--- src/rtl/ram_burst_ctrl_if.sv ---
// ram_burst_ctrl_if: request, write-beat and read-response channels of the burst controller
interface ram_burst_ctrl_if #(
  parameter int WIDTH = 8,
  parameter int DEPTH = 16
);
  localparam int ADDR_W = $clog2(DEPTH);
  logic              req_valid;
  logic              req_ready;
  logic              req_write;
  logic [ADDR_W-1:0] req_addr;
  logic [ADDR_W-1:0] req_len;
  logic              wr_valid;
  logic              wr_ready;
  logic [WIDTH-1:0]  wr_data;
  logic              rsp_valid;
  logic              rsp_ready;
  logic [WIDTH-1:0]  rsp_data;
  logic              rsp_last;
  modport master (
    output req_valid, req_write, req_addr, req_len, wr_valid, wr_data, rsp_ready,
    input  req_ready, wr_ready, rsp_valid, rsp_data, rsp_last
  );
  modport slave (
    input  req_valid, req_write, req_addr, req_len, wr_valid, wr_data, rsp_ready,
    output req_ready, wr_ready, rsp_valid, rsp_data, rsp_last
  );
endinterface

--- src/rtl/ram_burst_ctrl.sv ---
// ram_burst_ctrl: burst read/write initiator for a single-port RAM with registered read data.
// Define RAM_CTRL_INIT_EN to zero-fill the whole RAM after reset before accepting requests.
module ram_burst_ctrl #(
  parameter int WIDTH = 8,
  parameter int DEPTH = 16,
  localparam int ADDR_W = $clog2(DEPTH)
) (
  input  logic              clk,
  input  logic              rst,
  ram_burst_ctrl_if.slave   bus,
  output logic              busy,
  output logic              ram_enable,
  output logic              ram_read_en,
  output logic [ADDR_W-1:0] ram_address,
  output logic [WIDTH-1:0]  ram_data_in,
  input  logic [WIDTH-1:0]  ram_data_out
);
  typedef enum logic [2:0] {
    IDLE, WR, RD_ISSUE, RD_CAP, RD_RESP
`ifdef RAM_CTRL_INIT_EN
    , INIT
`endif
  } state_t;
`ifdef RAM_CTRL_INIT_EN
  localparam state_t RST_STATE = INIT;
`else
  localparam state_t RST_STATE = IDLE;
`endif
  state_t            state;
  logic [ADDR_W-1:0] cur_addr;
  logic [ADDR_W-1:0] beats;
  logic [WIDTH-1:0]  rsp_q;
  logic              wr_fire;
  logic              init_wr;
  always_ff @(posedge clk or posedge rst)
    if (rst) begin
      state    <= RST_STATE;
      cur_addr <= '0;
      beats    <= '0;
      rsp_q    <= '0;
    end else begin
      case (state)
        IDLE:
          if (bus.req_valid) begin
            cur_addr <= bus.req_addr;
            beats    <= bus.req_len;
            state    <= bus.req_write ? WR : RD_ISSUE;
          end
        WR:
          if (bus.wr_valid) begin
            cur_addr <= cur_addr + 1'b1;
            beats    <= beats - 1'b1;
            if (beats == '0) state <= IDLE;
          end
        RD_ISSUE: state <= RD_CAP;
        RD_CAP: begin
          rsp_q <= ram_data_out;
          state <= RD_RESP;
        end
        RD_RESP:
          if (bus.rsp_ready) begin
            if (beats == '0) state <= IDLE;
            else begin
              cur_addr <= cur_addr + 1'b1;
              beats    <= beats - 1'b1;
              state    <= RD_ISSUE;
            end
          end
`ifdef RAM_CTRL_INIT_EN
        INIT: begin
          cur_addr <= cur_addr + 1'b1;
          if (&cur_addr) state <= IDLE;
        end
`endif
        default: state <= IDLE;
      endcase
    end
`ifdef RAM_CTRL_INIT_EN
  assign init_wr = state == INIT;
`else
  assign init_wr = 1'b0;
`endif
  // read_en stays high unless a write is actually being issued
  always_comb begin
    wr_fire       = state == WR && bus.wr_valid;
    bus.req_ready = state == IDLE;
    bus.wr_ready  = state == WR;
    bus.rsp_valid = state == RD_RESP;
    bus.rsp_last  = state == RD_RESP && beats == '0;
    bus.rsp_data  = rsp_q;
    busy          = state != IDLE;
    ram_enable    = wr_fire || init_wr || state == RD_ISSUE;
    ram_read_en   = !(wr_fire || init_wr);
    ram_address   = cur_addr;
    ram_data_in   = wr_fire ? bus.wr_data : '0;
  end
endmodule

--- src/flat_wrapper.sv ---
// flat-port wrapper written by rule: the top's interface ports become plain ports
module ram_burst_ctrl_flat 
#(
  parameter int WIDTH = 8,
  parameter int DEPTH = 16,
  localparam int ADDR_W = $clog2(DEPTH)
)
  (clk, rst, busy, ram_enable, ram_read_en, ram_address, ram_data_in, ram_data_out, bus_req_valid, bus_req_write, bus_req_addr, bus_req_len, bus_wr_valid, bus_wr_data, bus_rsp_ready, bus_req_ready, bus_wr_ready, bus_rsp_valid, bus_rsp_data, bus_rsp_last);
  ram_burst_ctrl_if #(.WIDTH(WIDTH), .DEPTH(DEPTH)) bus_i ();
  input  logic clk;
  input  logic rst;
  output logic busy;
  output logic ram_enable;
  output logic ram_read_en;
  output logic [ADDR_W-1:0] ram_address;
  output logic [WIDTH-1:0] ram_data_in;
  input  logic [WIDTH-1:0] ram_data_out;
  input wire logic [$bits(bus_i.req_valid)-1:0] bus_req_valid;
  input wire logic [$bits(bus_i.req_write)-1:0] bus_req_write;
  input wire logic [$bits(bus_i.req_addr)-1:0] bus_req_addr;
  input wire logic [$bits(bus_i.req_len)-1:0] bus_req_len;
  input wire logic [$bits(bus_i.wr_valid)-1:0] bus_wr_valid;
  input wire logic [$bits(bus_i.wr_data)-1:0] bus_wr_data;
  input wire logic [$bits(bus_i.rsp_ready)-1:0] bus_rsp_ready;
  output wire logic [$bits(bus_i.req_ready)-1:0] bus_req_ready;
  output wire logic [$bits(bus_i.wr_ready)-1:0] bus_wr_ready;
  output wire logic [$bits(bus_i.rsp_valid)-1:0] bus_rsp_valid;
  output wire logic [$bits(bus_i.rsp_data)-1:0] bus_rsp_data;
  output wire logic [$bits(bus_i.rsp_last)-1:0] bus_rsp_last;
  assign bus_i.req_valid = bus_req_valid;
  assign bus_i.req_write = bus_req_write;
  assign bus_i.req_addr = bus_req_addr;
  assign bus_i.req_len = bus_req_len;
  assign bus_i.wr_valid = bus_wr_valid;
  assign bus_i.wr_data = bus_wr_data;
  assign bus_i.rsp_ready = bus_rsp_ready;
  assign bus_req_ready = bus_i.req_ready;
  assign bus_wr_ready = bus_i.wr_ready;
  assign bus_rsp_valid = bus_i.rsp_valid;
  assign bus_rsp_data = bus_i.rsp_data;
  assign bus_rsp_last = bus_i.rsp_last;
  ram_burst_ctrl #(.WIDTH(WIDTH), .DEPTH(DEPTH)) u_core (.clk(clk), .rst(rst), .bus(bus_i), .busy(busy), .ram_enable(ram_enable), .ram_read_en(ram_read_en), .ram_address(ram_address), .ram_data_in(ram_data_in), .ram_data_out(ram_data_out));
endmodule
--- config.mk ---
export PLATFORM = sky130hd
export DESIGN_NAME = ram_burst_ctrl_flat
export DESIGN_NICKNAME = d
export VERILOG_FILES = /design/src/rtl/ram_burst_ctrl_if.sv /design/src/rtl/ram_burst_ctrl.sv /design/src/flat_wrapper.sv
export SDC_FILE = /design/constraint.sdc
export NUM_CORES = 1
export LEC_CHECK = 0
export BUFFER_PORTS_ARGS = -buffer_cell sky130_fd_sc_hd__buf_4
export CORE_AREA = 2 2 52 54
export CTS_CLUSTER_SIZE = 16
export DETAILED_ROUTE_END_ITERATION = 16
export DIE_AREA = 0 0 54 56
export GPL_TIMING_DRIVEN = 0
export HOLD_SLACK_MARGIN = 0.03
export PLACE_DENSITY = 0.81
export SLEW_MARGIN = 10
export SYNTH_ARGS = -nofsm -noshare
export SYNTH_HDL_FRONTEND = slang
export SYNTH_SLANG_ARGS = --single-unit
--- constraint.sdc ---
create_clock -name clk -period 3 [get_ports clk]
set_clock_uncertainty 0.05 [all_clocks]
set_input_delay 0.3 -clock clk [delete_from_list [all_inputs] [get_ports clk]]
set_output_delay 0.3 -clock clk [all_outputs]
set_load 0.01 [all_outputs]
==> results_dict.tcl, run 1 <==
set metrics [dict create \
    status "complete, no violations" \
    timing.max_cap.violations 0 \
    rr_worst_depth 7 \
    worst-slew-pin-transition_ps 742 \
    grt_pass1_vias 1009 \
    cts_tree "yes" \
    number_of_inserted_diodes 0 \
    multiplexer_fraction_of_the_synthesized_cell_area_pct 11.7 \
    post-route-util_pct 65.9 \
    arrival_ps 1760 \
    final_total_power_mw 1.77 \
    syn-cell-area_mm2 0.00112 \
    post_synth_and_or_nand_nor_area_fraction_pct 18.6 \
    critical_path_capture_point_type "output pin" \
    crit_slowest_cell "dfrtp_1" \
    critical_path.max_fanout 10 \
    instances_no_fill 201 \
    setup_repair_after_global_routing_missed_its_margin "false" \
    worst_setup_hold_path_clk_slew_ps 110 \
    finalWirelength_mm 2.71 \
    core_area_mm2 0.00243 \
    final_antenna_violating_net_count 0 \
    synth_compound_area_share_pct 16.3 \
    ir_drop_uv 579 \
    timing.critical_path.max_delay_family "simple AND/OR/NAND/NOR gates" \
    area_delta_synth_final_pct 43.3 \
    placedCellCount 197 \
    nets 204 \
    drt-wirelength-per-cell_um 13.5 \
    timing.max_slew.rel_slack_pct 50.5 \
    post_dp_hpwl_mm 2.15 \
    ys_types 36 \
    report.final.setup_viol 0 \
    finalSetupTns_ps 0 \
    critical_path.cell_chain "clkbuf_1 -> nor3b_2 -> and2_1 -> inv_1 -> buf_4" \
    io_buffer_count 56 \
    maximum_number_of_buffers_from_clock_root_to_sink 2 \
    path_buf_inv 3 \
    multi_input_gate_area_um2 563 \
    grt.total_usage_pct 18.2 \
    synth-adder-area-share_pct 2.24 \
    die_w_um 54 \
    floorplan.io_pins 57 \
    clock_tree.root_cell "clkbuf_4" \
    clock-sinks 19 \
    synth_enable_flop_cells 0 \
    synth-xor-area-share_pct 1.45 \
    post-cts-setup-buffers 0 \
    worstSetupPathType "reg -> out" \
    period_share_pct 70.3 \
    largest_net_degree_at_the_start_of_global_routing 20 \
    synth_seq_area_share_pct 42.5 \
    number_of_flip_flops_and_latches_in_the_synthesized_netlist 19 \
    cts_hold_repair.buffers 0 \
    gr-total-overflow 0 \
    post-route-min-period_ps 2110 \
    grt_antenna_before_repair 0 \
    netlist_instances 111 \
    worst_skew_pair.late_latency_ps 290 \
    cts.repair.resized 0 \
    fin_worst_hold_slack_ps 78.4 \
    rrSetupSlack_ps 1060 \
    final_max_slew_viol_count 0 \
    area.sequential_um2 475 \
    hold_path_class "in -> async" \
    final_layout_size_suffix_gt1_share_pct 45.6 \
    finalHoldViolCount 0 \
    post-route-drc-count 0 \
    power_density_mw_per_mm2 1100 \
    cp.required_ps 2650 \
    static-leakage-power_nw 0.823 \
    synthesized_netlist_net_count 143 \
    detail_route.iter0.violations 35 \
    synth-main-ff-cell "dfrtp_1" \
    dieHeight_um 56 \
    cts-htree-levels 1 \
    die-area_mm2 0.00302 \
    slowest_delay_ps 440 \
    timing.rr.end "u_core.ram_address[3]" \
    std_cell_rows 18 \
    effective_utilization_at_floorplan_pct 46.0 \
    synth_top_family_by_area "simple AND/OR/NAND/NOR gates" \
    via_count 1061 \
    synth-async-reset-ratio_pct 100 \
    max_freq_mhz 474 \
    first_pass_iters 6 \
    fillerInstances 198 \
    rr_startpoint "u_core.beats[0]" \
    numCtsBuffers 3 \
    syn_avg_cell_area_um2 10.1 \
    routed_via_density 5.28 \
    start_kind "flop" \
    global_route_wire_length_before_repair_mm 4.31 \
    yosys_warnings 0 \
    gp_congestion 0.716 \
]
-- per-layer routing --
layer  track usage (%)  share of wire [%]  vias up
met4              4.29               0.70        0
met3             0.806                3.5        2
met1              24.1                 42      520
li1                  -                  -      515
met2              31.7                 54       24
met5                 0                  0        -
-- flip-flops by register name, indices dropped and copies added (netlist names) --
| name | count |
|---|---|
| u_core.ram_address | 4 |
| u_core.state | 3 |
| u_core.bus.rsp_data | 8 |
| u_core.beats | 4 |
-- worst max path at each step --
stage,cells after the start,start,endpoint
final,5,u_core.state[1],ram_read_en
after global routing,5,u_core.state[1],ram_read_en
after CTS,5,u_core.state[1],ram_read_en
after detailed placement,7,u_core.beats[0],u_core.ram_address[3]
after global placement,7,u_core.beats[0],u_core.beats[3]
after floorplan,7,u_core.beats[0],u_core.ram_address[2]
-- report_power, final --
group	switching [mW]	leakage [nW]	internal [mW]
clock	0.0765	0.0150	0.0516
combinational	0.571	0.581	0.586
sequential	0.0941	0.227	0.390
total	0.742	0.823	1.03
-- synth_stat cells (3+ instances only) --
master | instances | area share, %
mux2i_1 | 3 | 2.7
o21ai_0 | 7 | 3.1
dfrtp_1 | 19 | 43
nor2_1 | 6 | 2.0
nand2_1 | 6 | 2.0
nand3b_1 | 3 | 2.0
inv_1 | 10 | 3.4
and3_1 | 8 | 4.5
a21oi_1 | 7 | 3.1
mux2_2 | 9 | 9.1
-- through the flow --
stage / area, um2 / setup slack (ps)
after floorplan: 1120 / 1330
after detailed placement: 1580 / 1130
after global placement: 1580 / 1170
after CTS: 1600 / 885
after global routing: 1600 / 735
final: 1600 / 890
-- placed cells by master, fill, tap and decap left out --
cell	instances
nor3b_2	1
nor4b_1	1
nor2_1	6
clkbuf_4	3
and3_1	8
o22ai_1	2
o21bai_1	1
nand2_1	6
a221oi_1	2
a22o_2	1
nand2b_1	2
and2_1	1
o22ai_2	1
clkbuf_1	3
ha_1	2
o31a_1	1
mux2_2	9
or3_1	2
buf_2	1
dfrtp_1	19
a22oi_1	1
nor3_1	1
inv_1	10
o21ai_0	7
nand3b_1	3
buf_4	57
or3b_1	1
and4bb_2	1
buf_6	2
o2bb2ai_1	1
a22oi_4	1
a31oi_1	1
or2_1	1
xnor2_2	1
mux2i_1	3
a21oi_1	7
nand3_1	1
-- final cells by class --
type,count,share of cell area (%)
plain buffers,6,2.65
clock buffers,4,1.64
inverters,10,2.34
multi-input cells,76,35.1
flip-flops and latches,19,29.7
well taps,30,2.34
repair buffers,56,26.2
-- logic make-up (layout without fill, tap and decap cells) --
kind of cell,count (synthesis),in the layout
and+or+nand+nor,35,35
muxes,12,12
AOI/OAI and AO/OA,26,26
DFF,19,19
xor gates and xnor gates,1,1
adders and majority gates,2,2
buffers and inverters,16,76
Power figures use the tool's default switching activity.
==> inputs of run 2 (changes only) <==
--- a/config.mk
+++ b/config.mk
@@ -5,14 +5,15 @@
 export SDC_FILE = /design/constraint.sdc
 export NUM_CORES = 1
 export LEC_CHECK = 0
+export ABC_AREA = 1
 export BUFFER_PORTS_ARGS = -buffer_cell sky130_fd_sc_hd__buf_4
-export CORE_AREA = 2 2 52 54
+export CORE_AREA = 2 2 55 57
 export CTS_CLUSTER_SIZE = 16
 export DETAILED_ROUTE_END_ITERATION = 16
-export DIE_AREA = 0 0 54 56
+export DIE_AREA = 0 0 57 59
 export GPL_TIMING_DRIVEN = 0
 export HOLD_SLACK_MARGIN = 0.03
-export PLACE_DENSITY = 0.81
+export PLACE_DENSITY = 0.78
 export SLEW_MARGIN = 10
 export SYNTH_ARGS = -nofsm -noshare
 export SYNTH_HDL_FRONTEND = slang
==> constraint.sdc (replaced) <==
create_clock -name clk -period 2.1 [get_ports clk]
set_clock_uncertainty 0.05 [all_clocks]
set_input_delay 0.21 -clock clk [delete_from_list [all_inputs] [get_ports clk]]
set_output_delay 0.21 -clock clk [all_outputs]
set_load 0.01 [all_outputs]
==> run 2 against run 1 <==
  * Worst hold slack better by 3.5 ps
  * Sequential cell count is the same
  * Sequential power increased by 42%
  * Worst setup slack worse by 630 ps
  * Synthesized area grew 10%
  * Sequential share of layout area shrank 2.2 points
  * Non-clock buffer count decreased by 2
  * Highest routed layer unchanged
==> results_dict.tcl, run 2 <==
set metrics [dict create \
    path_buf_inv 5 \
    timing.max_cap.violations 0 \
    start_kind "flop" \
    report.final.setup_viol 0 \
    arrival_ps 1580 \
    synth_top_cell_area_share_pct 38.6 \
    rr_worst_depth 8 \
    share_comb_of_total_power_pct 64.6 \
    timing.critical_path.max_delay_family "buffers and inverters" \
    number_of_flip_flops_and_latches_in_the_synthesized_netlist 19 \
    yosys_warnings 0 \
    grt_pass1_vias 1165 \
    grt.total_usage_pct 18.2 \
    switching_power_mw 1.13 \
    critical_path_cell_count 8 \
    largest_net_degree_at_the_start_of_global_routing 20 \
    pre_cts_ws_ps 596 \
    synth_seq_area_share_pct 38.6 \
    synthesized_netlist_net_count 191 \
    synth-main-ff-cell "dfrtp_1" \
    fin_worst_hold_slack_ps 81.9 \
    sw_frac_of_total_pct 45.7 \
    synth-async-reset-ratio_pct 100 \
    worst_skew_pair.late_latency_ps 300 \
    timing.final.ws_setup_ps 263 \
    placedCellCount 246 \
    critical_path.max_fanout 10 \
    yosys.area.top_type "dfrtp_1" \
    worstHoldStart "ram_data_out[6]" \
    most_common_cell_in_the_netlist "nand2_1" \
    number_of_inserted_diodes 0 \
    effective_utilization_at_floorplan_pct 45.5 \
    finalWirelength_mm 2.81 \
    syn-cell-area_mm2 0.00123 \
    io_buffer_count 56 \
    final_max_slew_viol_count 0 \
    floorplan.io_pins 57 \
    final_total_power_mw 2.47 \
    die-area_mm2 0.00336 \
    postLayoutCellArea_mm2 0.00173 \
    die_w_um 57 \
    power.sequential.fraction_pct 27.8 \
    post-cts-setup-buffers 0 \
    timing.max_slew.rel_slack_pct 51.8 \
    dieHeight_um 59 \
    via_count 1227 \
    post-route-drc-count 0 \
    synth_top_cells_by_count "48 x nand2_1, 22 x inv_1, 19 x dfrtp_1, 14 x nand3_1, 14 x nor2_1" \
    numCtsBuffers 3 \
    layout_commonest_cell "buf_4" \
    core_area_mm2 0.00271 \
    critPathMostFrequentCell "buf_4" \
    setup_repair_after_global_routing_missed_its_margin "false" \
    detail_route.iter0.violations 26 \
    worst_setup_hold_path_clk_slew_ps 110 \
    clock_power_share_pct 7.6 \
    status "complete, no violations" \
    ys_types 21 \
    cts-htree-levels 1 \
    synth_enable_flop_cells 0 \
    layout_common_cells "57 x buf_4, 48 x nand2_1, 22 x inv_1" \
    first_pass_iters 4 \
    ir_drop_uv 970 \
    final_antenna_violating_net_count 0 \
    crit_slowest_cell "dfrtp_1" \
    drt-wirelength-per-cell_um 11.2 \
    static-leakage-power_nw 1.01 \
    cts_tree "yes" \
    netlist_instances 159 \
    rr_startpoint "u_core.beats[0]" \
    gp_congestion 0.763 \
    worstSetupPathType "reg -> out" \
    grt_antenna_before_repair 0 \
    timing.rr.end "u_core.ram_address[2]" \
    maximum_number_of_buffers_from_clock_root_to_sink 2 \
    post-route-min-period_ps 1840 \
    global_route_wire_length_before_repair_mm 4.81 \
    holdPathEnd "u_core.bus.rsp_data[6]" \
    hold_path_class "in -> reg" \
    critical_path_capture_point_type "output pin" \
    nets 253 \
    clock-sinks 19 \
    gr-total-overflow 0 \
    post-route-util_pct 63.8 \
    cellInternalPower_mw 1.34 \
    synth_top_cells_by_area "dfrtp_1 39%, nand2_1 15%, mux2_2 7.3%" \
    period_share_pct 87.5 \
    power_density_mw_per_mm2 1430 \
    critical_path.cell_chain "buf_4 -> clkinv_2 -> nand3_2 -> buf_6 -> inv_4 -> nand2_4 -> nor2_1 -> buf_4" \
    instances_no_fill 251 \
    max_freq_mhz 544 \
    area_delta_synth_final_pct 40.3 \
    worstHoldPathCells 2 \
    final_layout_size_suffix_gt1_share_pct 40.9 \
    rrSetupSlack_ps 660 \
    finalHoldViolCount 0 \
    cp.required_ps 1840 \
    postPlaceCellArea_mm2 0.00169 \
    largest_reg_flops 8 \
    worst-slew-pin-transition_ps 722 \
    std_cell_rows 19 \
    post_dp_hpwl_mm 2.22 \
    syn_avg_cell_area_um2 7.75 \
    clock_tree.root_cell "clkbuf_4" \
    finalSetupTns_ps 0 \
    fillerInstances 272 \
    routed_via_density 4.89 \
    slowest_delay_ps 380 \
]
==> run 2: cell types whose count changed after synthesis, sizes merged, moves of 4 or more <==
| cell | previous run | this run |
|---|---|---|
| nand3 | 1 | 19 |
| a21oi | 7 | 3 |
| nor2 | 6 | 20 |
| inv | 10 | 24 |
| nand2 | 6 | 52 |
| and3 | 8 | 0 |
==> run 2: worst reg2reg max path, cell delays in order, from the launching register on <==
cell and delay (ps):
dfrtp_1 390, inv_1 120, ha_1 220, nand3_1 170, nor2_2 150, nor2_2 70
nand2_4 110, nand2_1 60, nand2_1 50
==> run 2: power groups by stage <==
stage / Sequential (mW) / Combinational [mW] / Clock [mW]
after detailed placement: 0.696 / 1.61 / 0
after global routing: 0.721 / 1.78 / 0.211
after floorplan: 0.729 / 1.03 / 0
after global placement: 0.690 / 1.59 / 0
after CTS: 0.690 / 1.62 / 0.195
final: 0.688 / 1.60 / 0.187
==> run 2: worst max-delay path by stage <==
stage                          from              to
floorplan           u_core.state[1]  ram_data_in[0]
global placement    u_core.state[1]  ram_data_in[1]
detailed placement  u_core.state[1]  ram_data_in[1]
CTS                 u_core.state[1]  ram_data_in[1]
global route        u_core.state[1]  ram_data_in[4]
finish              u_core.state[1]  ram_data_in[1]
==> run 2: final cells by class <==
type | instances | area [um2] | share of cell area [%]
Clock inverter | 1 | 5.00 | 0.289
Inverter | 25 | 97.6 | 5.64
Tap cell | 31 | 38.8 | 2.24
Multi-Input combinational cell | 112 | 629 | 36.4
Clock buffer | 3 | 22.5 | 1.30
Sequential cell | 19 | 475 | 27.5
Timing Repair Buffer | 57 | 430 | 24.9
Buffer | 3 | 30.0 | 1.74
==> run 2: logic make-up (layout without fill, tap and decap cells) <==
logic type / after synthesis / in the layout / synth area share [%]
simple gates: 93 / 93 / 37.2
buf+inv: 28 / 89 / 10.4
flops: 19 / 19 / 38.6
mux: 8 / 8 / 7.31
compound gates: 7 / 7 / 3.15
fa+ha+maj: 2 / 2 / 2.03
xor+xnor: 2 / 2 / 1.42
==> run 2: routing by layer <==
metal / GRT usage, % / part of all wire, %
met5: 0 / 0
met3: 3.93 / 7.4
met4: 8.31 / 1.4
met1: 19.7 / 41
met2: 34.0 / 50
==> run 2: timing repair <==
item                      4_1_cts  5_1_grt
hold buffers                    1        0
gates resized for setup         0        0
hold endpoints to repair       19        0
==> inputs of run 3 (changes only) <==
--- a/config.mk
+++ b/config.mk
@@ -5,15 +5,14 @@
 export SDC_FILE = /design/constraint.sdc
 export NUM_CORES = 1
 export LEC_CHECK = 0
-export ABC_AREA = 1
 export BUFFER_PORTS_ARGS = -buffer_cell sky130_fd_sc_hd__buf_4
-export CORE_AREA = 2 2 55 57
+export CORE_AREA = 2 2 53 55
 export CTS_CLUSTER_SIZE = 16
 export DETAILED_ROUTE_END_ITERATION = 16
-export DIE_AREA = 0 0 57 59
+export DIE_AREA = 0 0 55 57
 export GPL_TIMING_DRIVEN = 0
 export HOLD_SLACK_MARGIN = 0.03
-export PLACE_DENSITY = 0.78
+export PLACE_DENSITY = 0.79
 export SLEW_MARGIN = 10
 export SYNTH_ARGS = -nofsm -noshare
 export SYNTH_HDL_FRONTEND = slang
==> run 3 against run 2 <==
  * Maximum frequency decreased by 6.0%
  * Worst hold slack worse by 8.0 ps
  * Final cell count is 19% lower
  * Non-clock buffer count increased by 3
==> results_dict.tcl, run 3 (synthesized netlist as in run 1, its figures left out) <==
set metrics [dict create \
    status "complete, no violations" \
    finalWirelength_mm 2.65 \
    clock_tree.root_cell "clkbuf_4" \
    clock-sinks 19 \
    routed_via_density 5.17 \
    grt.total_usage_pct 18.7 \
    std_cell_rows 19 \
    global_route.usage.met2_pct 31.8 \
    cts-htree-levels 1 \
    start_kind "flop" \
    grtUsageMet3_pct 4.71 \
    finalSetupTns_ps 0 \
    core_area_mm2 0.00262 \
    io_buffer_count 56 \
    worst_setup_hold_path_clk_slew_ps 110 \
    setup_repair_after_global_routing_missed_its_margin "false" \
    report.final.setup_viol 0 \
    max_freq_mhz 512 \
    hold_path_class "in -> reg" \
    floorplan.io_pins 57 \
    power_density_mw_per_mm2 1570 \
    numCtsBuffers 3 \
    arrival_ps 1690 \
    via_count 1050 \
    largest_net_degree_at_the_start_of_global_routing 20 \
    grt_pass1_vias 1043 \
    postLayoutCellArea_mm2 0.00162 \
    busiest_layer "met2" \
    slowest_delay_ps 390 \
    final_antenna_violating_net_count 0 \
    drt-wirelength-per-cell_um 13.1 \
    effective_utilization_at_floorplan_pct 42.8 \
    maximum_number_of_buffers_from_clock_root_to_sink 2 \
    final_total_power_mw 2.54 \
    dieHeight_um 57 \
    post_dp_hpwl_mm 2.13 \
    area_delta_synth_final_pct 45.0 \
    die-area_mm2 0.00314 \
    grt_antenna_before_repair 0 \
    critical_path_capture_point_type "output pin" \
    worst_skew_pair.late_latency_ps 300 \
    timing.max_slew.rel_slack_pct 53.4 \
    final_layout_size_suffix_gt1_share_pct 45.9 \
    worst-slew-pin-transition_ps 698 \
    final_max_slew_viol_count 0 \
    die_w_um 55 \
    critical_path.cell_chain "inv_1 -> ha_1 -> or3b_1 -> buf_2 -> nor2_1 -> buf_4" \
    detail_route.iter0.violations 25 \
    postPlaceCellArea_mm2 0.00158 \
    post-route-drc-count 0 \
    cp.required_ps 1840 \
    layout_commonest_cell "buf_4" \
    post-route-min-period_ps 1950 \
    global_route_wire_length_before_repair_mm 4.46 \
    gr_util_met1_pct 25.0 \
    timing.max_cap.violations 0 \
    layout_common_cells "57 x buf_4, 19 x dfrtp_1, 10 x inv_1" \
    critical_path.max_fanout 5 \
    gr-total-overflow 0 \
    largest_reg_flops 8 \
    first_pass_iters 5 \
    worstSetupPathType "reg -> out" \
    finalHoldViolCount 0 \
    crit_slowest_cell "dfrtp_1" \
    period_share_pct 93.0 \
    ir_drop_uv 929 \
    number_of_inserted_diodes 0 \
    static-leakage-power_nw 0.831 \
    nets 205 \
    gp_congestion 0.779 \
    cts_tree "yes" \
]
==> run 3: cell types whose count changed in the layout (fill, tap and decap cells not counted), sizes merged, moves of 3 or more <==
cell,delta
nand3,-18
inv,-14
o21ai,+3
nand2,-46
nor2,-14
o22ai,+3
nand3b,+3
mux2i,+3
a21oi,+4
and3,+8
==> run 3: report_power, final <==
part / switching (mW) / internal, mW / leakage [nW] / total [mW]
Sequential: 0.136 / 0.558 / 0.227 / 0.693
Combinational: 0.813 / 0.848 / 0.587 / 1.66
Clock: 0.113 / 0.0710 / 0.0177 / 0.184
Total: 1.06 / 1.48 / 0.831 / 2.54
==> run 3: worst paths after layout <==
path / startpoint / endpoint / slack (ps) / cells after the start
worst max-delay path: u_core.beats[0] / bus_rsp_last / 150 / 6
max in group asynchronous: rst / u_core.bus.rsp_data[5] / 1040 / 3
worst min register to register: u_core.bus.rsp_data[7] / u_core.bus.rsp_data[7] / 470 / 1
min in group asynchronous: rst / u_core.beats[0] / 520 / 3
worst max register to register: u_core.beats[0] / u_core.ram_address[3] / 230 / 7
worst min-delay path: bus_rsp_ready / u_core.state[2] / 70 / 2
==> run 3: cell type report <==
cell class | instances | area, um2
plain buffers | 6 | 42.5
clock buffers | 3 | 22.5
clock inverters | 1 | 5.00
fillers | 241 | 993
inverters | 10 | 37.5
multi-input cells | 76 | 569
flip-flops and latches | 19 | 475
well taps | 31 | 38.8
repair buffers | 57 | 430
==> run 3: per-layer routing <==
layer,vias to the layer above,share of wire (%),wire length (um)
li1,518,-,-
met1,496,43,1130
met2,32,52,1370
met3,4,5.3,140
met4,0,0.30,8
met5,-,0,0
==> run 3: metrics by stage <==
step           worst slack [ps]  hold WS, ps  utilization [%]  std cells
6_report                    146         74.0             62.0        203
3_5_place_dp                268          318             60.3        198
3_3_place_gp                310          326             60.3        198
2_1_floorplan               434          111                -        111
5_1_grt                    7.81         50.5             62.0        203
4_1_cts                    77.1         60.9             61.8        203
==> run 3: repair_timing <==
item | 4_1_cts | 5_1_grt
resized for setup | 0 | 1
endpoints found under the hold margin | 19 | 0
hold buffers | 1 | 0
setup endpoints to repair | 0 | 9
setup buffers | 0 | 0
==> run 3: worst max-delay path: cells and delay by family, from the launching register on <==
kind                       cells  cell delay, ps
DFF                            1             390
buffers and inverters          3             380
and+or+nand+nor                2             450
adders and majority gates      1             170
